**src/rtl/sync_barrier_ctrl.sv**
```systemverilog
// sync_barrier_ctrl: collects per-core barrier requests and releases all masked participants together
module sync_barrier_ctrl #(
  parameter int N_CORES            = 4,
  parameter int SYNC_BARRIER_WIDTH = 8,
  parameter int TIMEOUT_WIDTH      = 16
) (
  input  logic                                  clk,
  input  logic                                  reset,
  input  logic [N_CORES*SYNC_BARRIER_WIDTH-1:0] sync_barrier,
  input  logic [N_CORES-1:0]                    sync_req,
  input  logic                                  cfg_we,
  input  logic [SYNC_BARRIER_WIDTH-1:0]         cfg_id,
  input  logic [N_CORES-1:0]                    cfg_mask,
  input  logic [TIMEOUT_WIDTH-1:0]              timeout_val,
  output logic [N_CORES-1:0]                    sync_enable,
  output logic                                  busy,
  output logic [2:0]                            err_status,
  output logic [SYNC_BARRIER_WIDTH-1:0]         err_id
);
  localparam int SB_W = SYNC_BARRIER_WIDTH;
  typedef enum logic [1:0] {IDLE, FETCH, COLLECT, RELEASE} state_t;
  state_t state;
  logic [N_CORES-1:0] mask_tab [2**SB_W];
  logic [SB_W-1:0] ids [N_CORES];
  logic [SB_W-1:0] active_id, sel_id, dup_id;
  logic [N_CORES-1:0] valid, trig, mask_r, cand, arrived, dup, clr;
  logic [TIMEOUT_WIDTH-1:0] tcnt;
  logic mask_err, done, tmo;
  logic [2:0] err_set;
  assign busy = state != IDLE;
  always_ff @(posedge clk)
    if (cfg_we) mask_tab[cfg_id] <= cfg_mask;
  // a request sampled this edge competes for the trigger slot with the id it carries
  always_comb begin
    cand = valid | sync_req;
    dup = valid & sync_req;
    arrived = '0;
    sel_id = '0;
    dup_id = '0;
    for (int k = N_CORES - 1; k >= 0; k--) begin
      arrived[k] = valid[k] && ids[k] == active_id;
      if (cand[k]) sel_id = valid[k] ? ids[k] : sync_barrier[k*SB_W +: SB_W];
      if (dup[k]) dup_id = sync_barrier[k*SB_W +: SB_W];
    end
    mask_err = state == COLLECT && (trig & mask_r) == '0;
    done = state == COLLECT && !mask_err && (arrived & mask_r) == mask_r;
    tmo = state == COLLECT && !mask_err && !done && timeout_val != '0 && tcnt == timeout_val;
    err_set = {tmo, mask_err, |dup};
    clr = mask_err ? trig : state == RELEASE ? mask_r : '0;
  end
  always_ff @(posedge clk) begin
    if (!reset) begin
      state <= IDLE;
      valid <= '0;
      sync_enable <= '0;
      err_status <= '0;
      err_id <= '0;
      tcnt <= '0;
    end else begin
      valid <= (valid & ~clr) | (sync_req & ~valid);
      for (int k = 0; k < N_CORES; k++)
        if (sync_req[k] && !valid[k]) ids[k] <= sync_barrier[k*SB_W +: SB_W];
      sync_enable <= state == RELEASE ? mask_r : '0;
      err_status <= err_status | err_set;
      if (err_status == '0 && err_set != '0) err_id <= err_set[0] ? dup_id : active_id;
      case (state)
        IDLE:
          if (|cand) begin
            active_id <= sel_id;
            trig <= cand & (~cand + N_CORES'(1));
            state <= FETCH;
          end
        FETCH: begin
          mask_r <= mask_tab[active_id];
          tcnt <= '0;
          state <= COLLECT;
        end
        COLLECT: begin
          state <= (mask_err || tmo) ? IDLE : done ? RELEASE : COLLECT;
          if (!(&tcnt)) tcnt <= tcnt + TIMEOUT_WIDTH'(1);
        end
        default: state <= IDLE;
      endcase
    end
  end
endmodule
```
**config.mk**
```make
export PLATFORM = sky130hd
export DESIGN_NAME = sync_barrier_ctrl
export DESIGN_NICKNAME = d
export VERILOG_FILES = /design/src/rtl/sync_barrier_ctrl.sv
export SDC_FILE = /design/constraint.sdc
export NUM_CORES = 1
export LEC_CHECK = 0
export ABC_CLOCK_PERIOD_IN_PS = 3400
export CORE_ASPECT_RATIO = 0.75
export CORE_MARGIN = 8
export CORE_UTILIZATION = 62
export DETAILED_ROUTE_END_ITERATION = 7
export MAX_ROUTING_LAYER = met4
export PLACE_DENSITY = 0.85
export SETUP_SLACK_MARGIN = 0.1
export SYNTH_ARGS = -nofsm -noshare
export SYNTH_HDL_FRONTEND = slang
export SYNTH_SLANG_ARGS = --single-unit
```
**constraint.sdc**
```tcl
create_clock -name clk -period 3.4 [get_ports clk]
set_clock_uncertainty 0.2 [all_clocks]
set_input_delay 0.68 -clock clk [delete_from_list [all_inputs] [get_ports clk]]
set_output_delay 0.68 -clock clk [all_outputs]
set_load 0.005 [all_outputs]
```
======== Word level (Yosys, flattened, before mapping) ========
Memory sizes are Yosys's and may differ from the RTL's. A register that Yosys moved wholly into a read port is not among the register bits.
Index checks and enable logic that the tools add are counted.
W data, S select, Z words.
operators by class
  reductions and logical operators ........ 35
  add/sub/neg operators ................... 2
  eq/ne operators ......................... 11
  bitwise gates (word level) .............. 12
  muxes and demuxes ....................... 35
operators with widths
  cell                     count
  $mux W8                  13
  $eq A8 B8 Y1             4
  $pmux W16 S2             1
  $and A4 B4 Y4            6
  $add A16 B1 Y16 const B  1
  $eq A16 B16 Y1           1
  $mux W16                 1
  $reduce_and A16 Y1       1
  $reduce_bool A16 Y1      1
  $logic_and A1 B1 Y1      15
  $mux W1                  15
  $not A4 Y4               3
  $mux W4                  2
  $or A4 B4 Y4             2
  $reduce_or A4 Y1         2
  $logic_not A1 Y1         6
  $pmux W2 S3              1
  $add A4 B1 Y4 const B    1
  $eq A2 B2 Y1 const B     2
  $eq A4 B4 Y1             1
  $logic_not A4 Y1         1
  $mux W2                  2
  $ne A2 B2 Y1 const B     2
  $reduce_and A2 Y1        2
  8 further kinds          9
storage, ports and cells
  register bits after elaboration ......... 49
  bits of input ports ..................... 67
  output and inout port bits .............. 16
  memory bits (writable) .................. 1,056
  memories kept ........................... 2
  logic and storage cells ................. 105
memory list
  memory    words  width  read ports  clocked after Yosys merged registers in  write ports  line  source
  mask_tab  256    4      1           1                                        1            23    logic [N_CORES-1:0] mask_tab [2**SB_W];
  ids       4      8      4           0                                        4            24    logic [SB_W-1:0] ids [N_CORES];

======== Depth between registers and ports, before layout ========
  word-level depth ........................ 13
  mapped depth ............................ 11
  mapped depth without buffers ............ 8

======== Worst setup path before layout ========
OpenSTA, ideal clock, no wires.
  kind .................................... input -> register
  from .................................... input port sync_req[2]
  to ...................................... register active_id[0] (enable)
  data arrival time ....................... 2.339 ns
  path slack .............................. 0.465 ns
  buffers on the path ..................... 2
  required time ........................... 2.804 ns
  stages on the path ...................... 6
  library setup time ...................... 0.396 ns
  cells stage by stage .................... clkbuf_1 -> clkbuf_1 -> nor2_1 -> nand3_1 -> nor3_1 -> nor3_1
on the way
  cells in the longest elaborated chain, start to end .. 3
ends and longest elaborated chain
  element                             line  source
  start, declared                     10    input logic [N_CORES-1:0] sync_req,
  $or A4 B4 Y4                        35    cand = valid | sync_req;
  $reduce_or A4 Y1                    68    if (|cand) begin
  $reduce_and A3 Y1 (no source line)  --
  end signal, assigned                69    active_id <= sel_id;
  end, declared                       25    logic [SB_W-1:0] active_id, sel_id, dup_id;
Every way passes these cells.
A chain may end at the register's enable or synchronous reset.

==> key figures <==
Setup path
  – CP Class: flip-flop to flip-flop
  – Most used cell, CP: buf_4
  – CP max stage delay: ~0.56 ns
  – Launch point of the worst reg-to-reg path: active_id[0]
  – Worst path arrival time: about 3.5 ns
  – Slowest CP cell: mux4_2
  – Worst R2R Setup Slack: between 0.09 and 0.1 ns
  – Crit path cell chain: buf_4 -> buf_12 -> buf_4 -> buf_4 -> mux4_2 -> mux4_2 -> a22oi_1 -> nand2_1 -> or3_1
  – Worst setup EP type: flip-flop
  – CP required: approximately 3.6 ns
  – Crit. Startpoint: active_id[0]
  – WP buf/inv: 4
  – Crit-path leading delay family: multiplexers
  – Worst setup SP type: flip-flop
  – Crit path max fanout: 7

Logic synthesis
  – Number of synthesis warnings: 0
  – EDFF count, synth: about 1100
  – Mean Syn Cell Area: roughly 17 um2
  – Most common cell in the netlist: edfxtp_1
  – Post-synth top cells: 1072 x edfxtp_1, 305 x nor2_1, 210 x mux4_2, 149 x mux2i_1, 113 x nand2_1
  – Synth area leaders: edfxtp_1 71%, mux4_2 10%, mux2i_1 3.3%, nor2_1 2.5%, dfxtp_1 1.6%
  – Synth top area share: 71.2%
  – Register area share after synthesis: around 73%
  – FFs w/ async S/R, synth: 0%
  – Net Count, Synth: 2651
  – Yosys reg bits: 1109
  – Distinct cell type count after synthesis: 59
  – Area leader, netlist: edfxtp_1
  – Primary FF master, synth: edfxtp_1
  – Gate Count Post-Synth: ~2600
  – Post-Syn Area: roughly 45000 um2

Place
  – Port bufs: 82
  – Dpl hpwl: approximately 70 mm
  – Final GP Congestion: roughly 0.92

STA
  – Post-route minimum period: between 3 and 4 ns
  – Fmax: about 300 MHz
  – Final hold viol count: 0
  – Max Slew Vio Count: 0
  – Period utilisation layout: 97.2%
  – Relative slew slack: between 40 and 50%
  – # setup viols final: 0
  – Measured slew at the worst slew-check pin: just under 0.9 ns
  – Unrepaired setup endpoints after global routing: no
  – Hold_ws: approximately 0.19 ns

Global routing
  – Remaining Overflow, GRT: 0
  – Vias in the first global route: between 20000 and 30000
  – Largest net degree at the start of global routing: 97
  – Total track usage: 28.7%
  – First-pass GRT wire length: 170 mm
  – Initial antenna violation count: 5

Clocking
  – CTS tree: yes
  – Clk Tree Root Cell: clkbuf_16
  – Cts hold-fix bufs: 0
  – Clock Latency Late Sink: around 0.68 ns
  – Clk sinks: 1109
  – TritonCTS Buffers: 98
  – H-tree levels: 3
  – CTS max path bufs: 3
  – Clk slew on worst S/H paths: roughly 0.07 ns

Floorplanning
  – Starting density of the core: between 60% and 70%
  – Die area: slightly above 80000 um2
  – Ports: 83
  – Die H: 250 um
  – Core Rows: 85
  – Core area: 72000 um2
  – Die W: ~330 um

Routing
  – DR vias: between 20000 and 30000
  – 1st-iter DRT viols: just over 4000
  – Vias per std cell: between 6 and 7
  – # DRC: 0
  – Antenna-violating nets left: 0
  – Router iterations before antenna repair: 7
  – Drt wl/cell: 30.7 um
  – Drt total wl: approximately 120 mm

Outcome
  – Status: completed

Pwr
  – Pwr Density: ~580 nW/um2
  – Maximum vdd ir drop: between 600 and 700 uV
  – Leak pwr: roughly 16 nW
  – Pwr Total: around 30 mW

Layout
  – Layout cells sized above 1: a little under a fifth
  – Nets: between 2000 and 3000
  – Synth-to-layout area growth: 13.5%

Min path
  – HP Start: cfg_mask[1]
  – Hold Path Class: input port to flip-flop

Run
  – Max-cap viol count: 0
## sequential cells by signal (all words and copies together), names as in the netlist
signal       cells
mask_r           4
valid            4
err_id           8
trig             4
tcnt            16
sync_enable      4
err_status       3
active_id        8
mask_tab      1024
state            2
ids             32
## final timing paths
kind / cells past startpoint / endpoint
worst max-delay path: 9 / mask_r[1]
worst min-delay path: 1 / mask_tab[47][1]
worst max register to register: 9 / mask_r[1]
worst min register to register: 2 / err_id[1]
## worst reg2reg max path: cells and delay by family, from the launching register on
family | cells | cell delay, ns
buffers and inverters | 4 | 0.69
DFF | 1 | 0.37
muxes | 2 | 1.07
and+or+nand+nor | 2 | 0.47
AOI/OAI and AO/OA | 1 | 0.25
## cell families (layout without fill, tap and decap cells)
| logic type | after synthesis | after routing | share of synthesized area, % |
|---|---|---|---|
| XOR/XNOR | 53 | 53 | 1.03 |
| adder cells (fa/ha/maj) | 1 | 1 | 0.0277 |
| buffers and inverters | 169 | 417 | 1.81 |
| multiplexers | 383 | 383 | 14.4 |
| AO/OA/AOI/OAI | 292 | 292 | 4.38 |
| AND/OR/NAND/NOR | 576 | 576 | 5.51 |
| other | 0 | 5 | 0 |
| flip-flops | 1109 | 1109 | 72.9 |
## cells in the final DEF (no fill, tap or decap), types with 41 or more instances in the layout
cell type,count
a21oi_1,55
buf_4,105
clkbuf_16,102
clkdlybuf4s50_1,78
edfxtp_1,1072
mux2i_1,148
mux4_2,210
nand2_1,113
nand3_1,46
nor2_1,305
o21ai_0,54
o22ai_1,41
## final cells by class
| cell class | count | area [um2] |
|---|---|---|
| diodes | 5 | 12.5 |
| clock buffers | 118 | 2570 |
| clock inverters | 62 | 681 |
| fillers | 4089 | 20700 |
| inverters | 12 | 45.0 |
| multi-input cells | 1305 | 11500 |
| flip-flops and latches | 1109 | 32900 |
| well taps | 957 | 1200 |
| repair buffers | 225 | 2390 |
## repair_timing
| action | CTS | global route |
|---|---|---|
| setup endpoints to repair | 3 | 3 |
| gates cloned | 1 | 2 |
| resized for setup | 7 | 4 |
| buffers inserted | 0 | 8 |
| endpoints found under the hold margin | 0 | 0 |
## where the power goes
part	internal [mW]	total, mW	leakage, nW	switching [mW]
Clock	6.40	11.4	1.58	4.95
Combinational	1.27	3.00	4.89	1.74
Sequential	15.1	15.2	9.95	0.107
Total	22.7	29.5	16.4	6.80
## metrics by stage
step           setup slack, ns  cells  util [%]   TNS, ns  instance area, um2
5_1_grt                 0.0667   3793      71.3         0               51300
2_1_floorplan            0.465   2583         -         0               45200
6_report                0.0936   3793      71.3         0               51300
3_5_place_dp          -0.00450   3597      66.4  -0.00450               47800
3_3_place_gp             0.109   3597      66.4         0               47800
4_1_cts                 0.0890   3778      71.0         0               51100
## routing by layer
layer	GRT usage, %	up-vias	part of all wire, %
li1	-	10700	-
met1	38.0	13100	36
met2	42.8	2140	46
met3	8.57	340	14
met4	9.83	0	4.0
met5	-	-	0
(Power assumes the default switching activity.)
